File: config.mk
export PLATFORM = sky130hd
export DESIGN_NAME = skid_reg
export DESIGN_NICKNAME = d
export VERILOG_FILES = /design/src/rtl/skid_reg.sv
export SDC_FILE = /design/constraint.sdc
export NUM_CORES = 1
export LEC_CHECK = 0
export CORE_MARGIN = 2
export CORE_UTILIZATION = 53
export CTS_CLUSTER_DIAMETER = 200
export DETAILED_ROUTE_END_ITERATION = 6
export HOLD_SLACK_MARGIN = 0.12
export PLACE_DENSITY = 0.79
export SYNTH_ARGS = -nofsm -noshare
export SYNTH_HDL_FRONTEND = slang
export SYNTH_SLANG_ARGS = --single-unit
File: constraint.sdc
create_clock -name clk -period 2 [get_ports clk]
set_clock_uncertainty 0.1 [all_clocks]
set_input_delay 0.2 -clock clk [delete_from_list [all_inputs] [get_ports clk]]
set_output_delay 0.2 -clock clk [all_outputs]
set_load 0.02 [all_outputs]
File: src/rtl/skid_reg.sv
// skid_reg: two-entry elastic holding register (skid buffer) with a
// valid/ready handshake on both sides. in_ready, out_valid, out_data and
// count all come straight from flops, so a downstream stall never forms a
// combinational path back to the upstream stage.
module skid_reg #(
   parameter int              WIDTH     = 32,
   parameter logic [WIDTH-1:0] RESET_VAL = '0
) (
   input  logic             clk,
   input  logic             rst_n,
   input  logic             flush,
   input  logic             in_valid,
   output logic             in_ready,
   input  logic [WIDTH-1:0] in_data,
   output logic             out_valid,
   input  logic             out_ready,
   output logic [WIDTH-1:0] out_data,
   output logic [1:0]       count
);

   // Occupancy state: EMPTY (nothing held), ONE (main valid),
   // FULL (main and skid valid). "Skid valid, main invalid" has no encoding.
   typedef enum logic [1:0] {
      ST_EMPTY = 2'd0,
      ST_ONE   = 2'd1,
      ST_FULL  = 2'd2
   } state_t;

   state_t           r_state;
   state_t           w_state_nxt;
   logic [WIDTH-1:0] r_main_data;
   logic [WIDTH-1:0] r_skid_data;
   logic [WIDTH-1:0] w_main_nxt;
   logic [WIDTH-1:0] w_skid_nxt;

   logic             r_in_ready;
   logic             r_out_valid;
   logic [1:0]       r_count;
   logic             w_in_ready_nxt;
   logic             w_out_valid_nxt;
   logic [1:0]       w_count_nxt;

   logic             w_in_fire;
   logic             w_out_fire;

   // Handshakes use the registered ready/valid the partner actually sees.
   assign w_in_fire  = in_valid & r_in_ready;
   assign w_out_fire = r_out_valid & out_ready;

   // State, storage and registered outputs; async reset to the empty state.
   always_ff @(posedge clk or negedge rst_n) begin
      if (!rst_n) begin
         r_state     <= ST_EMPTY;
         r_main_data <= RESET_VAL;
         r_skid_data <= RESET_VAL;
         r_in_ready  <= 1'b1;
         r_out_valid <= 1'b0;
         r_count     <= 2'd0;
      end else begin
         r_state     <= w_state_nxt;
         r_main_data <= w_main_nxt;
         r_skid_data <= w_skid_nxt;
         r_in_ready  <= w_in_ready_nxt;
         r_out_valid <= w_out_valid_nxt;
         r_count     <= w_count_nxt;
      end
   end

   // Next state and next storage contents; flush wins over any handshake.
   always_comb begin
      w_state_nxt = r_state;
      w_main_nxt  = r_main_data;
      w_skid_nxt  = r_skid_data;
      if (flush) begin
         w_state_nxt = ST_EMPTY;
         w_main_nxt  = RESET_VAL;
         w_skid_nxt  = RESET_VAL;
      end else begin
         case (r_state)
            ST_EMPTY: begin
               if (w_in_fire) begin
                  w_main_nxt  = in_data;
                  w_state_nxt = ST_ONE;
               end else begin
                  w_state_nxt = ST_EMPTY;
               end
            end
            ST_ONE: begin
               if (w_in_fire && w_out_fire) begin
                  // Head leaves while the new beat takes its place.
                  w_main_nxt  = in_data;
                  w_state_nxt = ST_ONE;
               end else if (w_in_fire) begin
                  // Downstream stalled: park the beat behind the head.
                  w_skid_nxt  = in_data;
                  w_state_nxt = ST_FULL;
               end else if (w_out_fire) begin
                  w_state_nxt = ST_EMPTY;
               end else begin
                  w_state_nxt = ST_ONE;
               end
            end
            ST_FULL: begin
               // in_ready is low here, so only the output side can move.
               if (w_out_fire) begin
                  w_main_nxt  = r_skid_data;
                  w_state_nxt = ST_ONE;
               end else begin
                  w_state_nxt = ST_FULL;
               end
            end
            default: begin
               // Unused encoding: recover to a clean empty buffer.
               w_state_nxt = ST_EMPTY;
               w_main_nxt  = RESET_VAL;
               w_skid_nxt  = RESET_VAL;
            end
         endcase
      end
   end

   // Decode the next state into the values loaded into the output flops.
   always_comb begin
      w_in_ready_nxt  = 1'b1;
      w_out_valid_nxt = 1'b0;
      w_count_nxt     = 2'd0;
      case (w_state_nxt)
         ST_EMPTY: begin
            w_in_ready_nxt  = 1'b1;
            w_out_valid_nxt = 1'b0;
            w_count_nxt     = 2'd0;
         end
         ST_ONE: begin
            w_in_ready_nxt  = 1'b1;
            w_out_valid_nxt = 1'b1;
            w_count_nxt     = 2'd1;
         end
         ST_FULL: begin
            w_in_ready_nxt  = 1'b0;
            w_out_valid_nxt = 1'b1;
            w_count_nxt     = 2'd2;
         end
         default: begin
            w_in_ready_nxt  = 1'b1;
            w_out_valid_nxt = 1'b0;
            w_count_nxt     = 2'd0;
         end
      endcase
   end

   assign in_ready  = r_in_ready;
   assign out_valid = r_out_valid;
   assign out_data  = r_main_data;
   assign count     = r_count;

endmodule
==> run metrics, run 1 <==
Synth Instances 398; Routed wire per std cell 18.07 um; Crit-path slowest cell buf_4; IO Pins 73; critical path endpoint category flip-flop; Min Hold Slack 298.3 ps; area of the multi-input gates 2069 um^2; Final setup viols 0; CTS Root Cell clkbuf_8; Slew headroom 57.81%; # Max-Cap Violations 0; initial antenna violation count 0; antenna diode count 0; Distinct cells, synth 29; Clock transition at path regs 80 ps; Skew-Pair Late Insertion Delay 350 ps; largest net degree at the start of global routing 71; vias in the first global route 3,369; Top delay family on crit path buffers and inverters; Site Rows 31; CTS tree built; CTS H-tree lvls 3; Yosys top cell area share 42.70%; Synth area leader dfrtp_1; yosys warns 0; routability cong. 0.8473; Reg2Reg Setup Slack 220 ps; Reg-to-Reg End out_data[0]; Tot GR Track Use 24.64%; Starting Density 55.16%; hold violation total from the final report 0; Worst Path Buf+Inv 3; status finished clean; vias per cell 6.178; layout filler cell count 520; commonest cells after routing, fill and taps aside 70 x clkdlybuf4s50_1, 67 x dfrtp_1, 34 x nand2_1; worst endpoint required time 2140 ps; PD cells 793.9 nW/um^2; DIE AREA 8345 um^2; TritonCTS Buffers 9; Max Fclk 536.0 MHz; Iter 0 DRT Violations 269; drt pass-1 iters 5; max-slew violations 0; Area Growth Syn to Fin 25.37%; startpoint of the worst register-to-register path r_state[0]; routed via count 3,435; nets@finish 492; synthesized net count 438; CTS sink count 70; Die X 91.35 um; Worst Setup Start Kind input pin; most common cell after layout, fill and taps aside clkdlybuf4s50_1; DP HPWL 6.235 mm; first-pass GRT wire length 16.75 mm; ANT nets after route 0; CP Cell Sequence dlygate4sd3_1 -> buf_2 -> buf_4 -> a21oi_1 -> mux2_4; maximum VDD drop 0.6258 mV; Seq. cell area 1755 um^2; top post-synthesis cells by area dfrtp_1 43%, mux2_4 11%, a221oi_1 6.9%; post-synthesis register bit count 70; Critical Path Fanout Max 57; final worst-path cycle share 93.28%; R2R depth 5; DRC Markers 0; Avg Synthesized Cell Area 10.16 um^2; max incr delay on CP 550 ps; Seq/Total Area, Yosys 43.35%; total core area 7331 um^2; unrepaired setup endpoints after global routing false; Worst-Margin Slew 632.9 ps; layout cell share with drive strength beyond 1 15.75%; Total Neg Setup Slack 0 ps; cts repair resizes 0; Final min period 1866 ps; height of the chip 91.35 um; WP data arrival 2010 ps; Post-Syn Area 4044 um^2; CP Class in2reg; DRT Wirelength 10.05 mm; LEAKAGE 2.040 nW; I/O Buffers 72; HP Class in2async; Clock Tree Buf Depth 2; grt ovf 0
[worst reg2reg max path, stage by stage (launching register included)]
cell and delay [ps]:
dfrtp_2 370, buf_4 320, buf_4 360, nand3b_1 150, a21oi_1 90, mux2_4 290
[power by group]
group / internal [W] / leakage (nW) / total [W] / switching [W]
clock network: 0.000446 / 0.0820 / 0.00101 / 0.000568
registers: 0.00157 / 0.930 / 0.00168 / 0.000107
logic: 0.000645 / 1.03 / 0.00134 / 0.000691
[metrics by stage]
step           std cells  instance area, um^2  worst slack [ps]  power [W]  utilization [%]
2_1_floorplan        398                 4044             225.1   0.002488                -
3_3_place_gp         538                 4883             131.7   0.002997            66.62
3_5_place_dp         538                 4883             88.58   0.003024            66.62
4_1_cts              556                 5070             138.6   0.004040            69.16
5_1_grt              556                 5070             101.7   0.004217            69.16
6_report             556                 5070             134.4   0.004025            69.16
[cell type report]
type	count	area share (%)
tap	99	2.443
inverter	3	0.2221
multi-input combinational	276	40.82
clock inverter	6	0.7651
sequential	70	34.62
timing repair buffer	92	18.61
clock buffer	10	2.517
[synth_stat cells (all sizes together)]
cell type   n
nand4      32
o31ai      32
nand3b     32
a21oi      32
buf        12
nand2b     32
dfrtp      69
a22oi       1
mux2       32
inv         3
o21ai       1
a22o        2
xnor2       1
a211o       1
and2        2
o31a        1
nor2        2
ha          3
nand2      34
clkbuf     37
mux2i       2
o21a        1
nor3        1
dfstp       1
a221oi     32
[kinds of logic after synthesis]
family,share of synthesized area (%)
AOI/OAI and AO/OA,18.19
DFF,43.35
adders and majority gates,0.9283
and+or+nand+nor,19.62
muxes,12.19
buffers and inverters,5.507
xor gates and xnor gates,0.2166
[repair_timing]
item | in CTS | in global routing
setup buffers | 0 | 0
hold buffers | 2 | 0
hold endpoints to repair | 46 | 0
[state kept, by name, summed over array words and instances, names as in the netlist]
register     cells
out_data        32
r_skid_data     32
count            2
r_state          2
in_ready         1
out_valid        1
[worst max-delay path by stage]
| stage | from | endpoint | slack [ps] | depth (start not counted) |
|---|---|---|---|---|
| 2_1_floorplan | out_valid | out_data[0] | 230 | 5 |
| 3_3_place_gp | out_ready | out_data[9] | 130 | 5 |
| 3_5_place_dp | out_ready | out_data[13] | 90 | 5 |
| 4_1_cts | in_ready | in_ready | 140 | 1 |
| 5_1_grt | flush | out_data[10] | 100 | 5 |
| 6_report | flush | out_data[0] | 130 | 5 |
[layer usage]
metal,routed length [um],GRT usage (%),vias up
li1,-,-,1599
met1,4579,34.72,1689
met2,4797,38.89,135
met3,552,4.564,12
met4,116,7.323,0
met5,0,0,-
(Power assumes the default switching activity.)
==> run 2, diff against run 1 <==
--- a/config.mk
+++ b/config.mk
@@ -5,8 +5,10 @@
 export SDC_FILE = /design/constraint.sdc
 export NUM_CORES = 1
 export LEC_CHECK = 0
+export CELL_PAD_IN_SITES_DETAIL_PLACEMENT = 1
+export CELL_PAD_IN_SITES_GLOBAL_PLACEMENT = 1
 export CORE_MARGIN = 2
-export CORE_UTILIZATION = 53
+export CORE_UTILIZATION = 41
 export CTS_CLUSTER_DIAMETER = 200
 export DETAILED_ROUTE_END_ITERATION = 6
 export HOLD_SLACK_MARGIN = 0.12
==> run 2 against run 1 <==
  * Non-clock buffer count grew 1
  * Register-to-register slack got worse by 30 ps
  * Sequential power barely moved
  * Critical path depth shrank 4
  * Cell area grew 2.3%
  * Hold slack got worse by 100 ps
  * Sequential share of layout area down 0.79 points
  * Setup slack gained 28 ps
  * Clock-buffer cell count did not move
  * Global-route usage is 1.6 points lower
  * Combinational power barely moved
  * Highest routed layer unchanged
==> run metrics, run 2 (same netlist as run 1, synthesis figures left out) <==
PD cells 880.5 nW/um^2 (was 793.9 nW/um^2); Final min period 1838 ps (was 1866 ps); post-place setup slack 40.68 ps (was 88.58 ps); I/O Buffers 72 (unchanged); Hold EP r_skid_data[26]; IO Pins 73 (unchanged); layout filler cell count 1,065 (was 520); max-slew violations 0 (unchanged); largest net degree at the start of global routing 51 (was 71); Critical Path Fanout Max 5 (was 57); Iter 0 DRT Violations 180 (was 269); hold violation total from the final report 0 (unchanged); CTS Root Cell clkbuf_8 (unchanged); most common cell after layout, fill and taps aside clkdlybuf4s50_1 (unchanged); unrepaired setup endpoints after global routing false (unchanged); routability cong. 0.7707 (was 0.8473); Site Rows 36 (was 31); Slew headroom 63.22% (was 57.81%); Clock transition at path regs 90 ps (was 80 ps); Post-DP Area 4916 um^2 (was 4883 um^2); layout cell share with drive strength beyond 1 16.16% (was 15.75%); Die X 103.3 um (was 91.35 um); CTS tree built (unchanged); nets@finish 493 (was 492); antenna diode count 0 (unchanged); Tot GR Track Use 23.04% (was 24.64%); WP data arrival 1540 ps (was 2010 ps); Reg2Reg Setup Slack 190 ps (was 220 ps); Top delay family on crit path buffers and inverters (unchanged); R2R depth 5 (unchanged); Crit-path slowest cell clkdlybuf4s50_1 (was buf_4); Hold Path Stages 3; Tot Pwr 0.004568 W (was 0.004025 W); DIE AREA 10,670 um^2 (was 8345 um^2); Reg-to-Reg End out_data[3] (was out_data[0]); post-route cell area 5187 um^2 (was 5070 um^2); utilization after layout 53.57% (was 69.16%); Area Growth Syn to Fin 28.28% (was 25.37%); worst endpoint required time 1700 ps (was 2140 ps); min-delay src flush; routed via count 3,507 (was 3,435); Seq. cell area 1755 um^2 (unchanged); CP Cell Sequence clkdlybuf4s50_1 (was dlygate4sd3_1 -> buf_2 -> buf_4 -> a21oi_1 -> mux2_4); startpoint of the worst register-to-register path r_state[0] (unchanged); commonest cells after routing, fill and taps aside 70 x clkdlybuf4s50_1, 67 x dfrtp_1, 34 x nand2_1 (unchanged); initial antenna violation count 0 (unchanged); status finished clean (unchanged); ANT nets after route 0 (unchanged); HP Class in2reg (was in2async); max incr delay on CP 620 ps (was 550 ps); CTS H-tree lvls 3 (unchanged); first-pass GRT wire length 19.30 mm (was 16.75 mm); Worst-Margin Slew 551.7 ps (was 632.9 ps); DRT Wirelength 11.68 mm (was 10.05 mm); CTS sink count 70 (unchanged); Clock Tree Buf Depth 2 (unchanged); Skew-Pair Late Insertion Delay 360 ps (was 350 ps); Setup WS post-layout 162.0 ps (was 134.4 ps); Total Neg Setup Slack 0 ps (unchanged); Worst Setup Start Kind flip-flop (was input pin); critical path endpoint category output port (was flip-flop); area of the multi-input gates 2069 um^2 (unchanged); cts repair resizes 0 (unchanged); vias per cell 5.934 (was 6.178); DP HPWL 7.408 mm (was 6.235 mm); Starting Density 41.76% (was 55.16%); Worst Path Buf+Inv 1 (was 3); total core area 9684 um^2 (was 7331 um^2); TritonCTS Buffers 9 (unchanged); DRC Markers 0 (unchanged); final worst-path cycle share 91.90% (was 93.28%); Max Fclk 544.1 MHz (was 536.0 MHz); grt ovf 0 (unchanged); CP Class reg2out (was in2reg); height of the chip 103.3 um (was 91.35 um); Crit path depth 1 (was 5); LEAKAGE 2.086 nW (was 2.040 nW); drt pass-1 iters 4 (was 5); maximum VDD drop 0.4462 mV (was 0.6258 mV); Final setup viols 0 (unchanged); # Max-Cap Violations 0 (unchanged); vias in the first global route 3,737 (was 3,369); Routed wire per std cell 19.77 um (was 18.07 um)
## run 2: changes by cell type in the layout (fill, tap and decap cells not counted), sizes merged
cell,delta
clkinvlp,-2
bufinv,+4
clkinv,-2
dlygate4sd3,-1
buf,+2
## run 2: what timing repair did
item / CTS / global route
buffers inserted: 0 / 0
endpoints found under the hold margin: 35 / 0
hold buffers: 1 / 0
## run 2: stage by stage
step / cells / hold WS [ps]
floorplan: 398 / -195.6
global placement: 574 / 104.4
detailed placement: 574 / 111.0
CTS: 591 / 183.4
global route: 591 / 204.5
finish: 591 / 196.7
## run 2: how the worst max path moves through the flow
stage	startpoint	endpoint	slack, ps
final	in_ready	in_ready	160
after global routing	r_state[0]	out_data[3]	80
after CTS	in_ready	in_ready	160
after detailed placement	out_ready	out_data[21]	40
after global placement	out_ready	out_data[21]	90
after floorplan	out_valid	out_data[0]	230
## run 2: area by class of cell
type                       count  area share, %
sequential                    70          33.84
tap                          133          3.208
inverter                       3         0.2171
timing repair buffer          93          17.80
multi-input combinational    276          39.89
clock buffer                  10          2.460
clock inverter                 6          2.581
## run 2: metal layers
metal	track usage, %	vias up	part of all wire (%)
met1	30.54	1798	45
met5	0	-	0
li1	-	1602	-
met3	3.091	19	3.8
met2	38.76	88	49
met4	8.300	0	1.7
## run 2: report_power, final
| group | leakage [nW] | switching [W] | total [W] | internal, W |
|---|---|---|---|---|
| sequential | 0.930 | 0.000109 | 0.00168 | 0.00157 |
| combinational | 1.03 | 0.000709 | 0.00135 | 0.000640 |
| clock | 0.130 | 0.000585 | 0.00154 | 0.000956 |
==> run 3, diff against run 2 <==
--- a/config.mk
+++ b/config.mk
@@ -9,7 +9,7 @@
 export CELL_PAD_IN_SITES_GLOBAL_PLACEMENT = 1
 export CORE_MARGIN = 2
 export CORE_UTILIZATION = 41
-export CTS_CLUSTER_DIAMETER = 200
+export CTS_CLUSTER_DIAMETER = 80
 export DETAILED_ROUTE_END_ITERATION = 6
 export HOLD_SLACK_MARGIN = 0.12
 export PLACE_DENSITY = 0.79
==> results of run 3 <==
No change in the layout: final DEF, timing and power equal those of run 2.
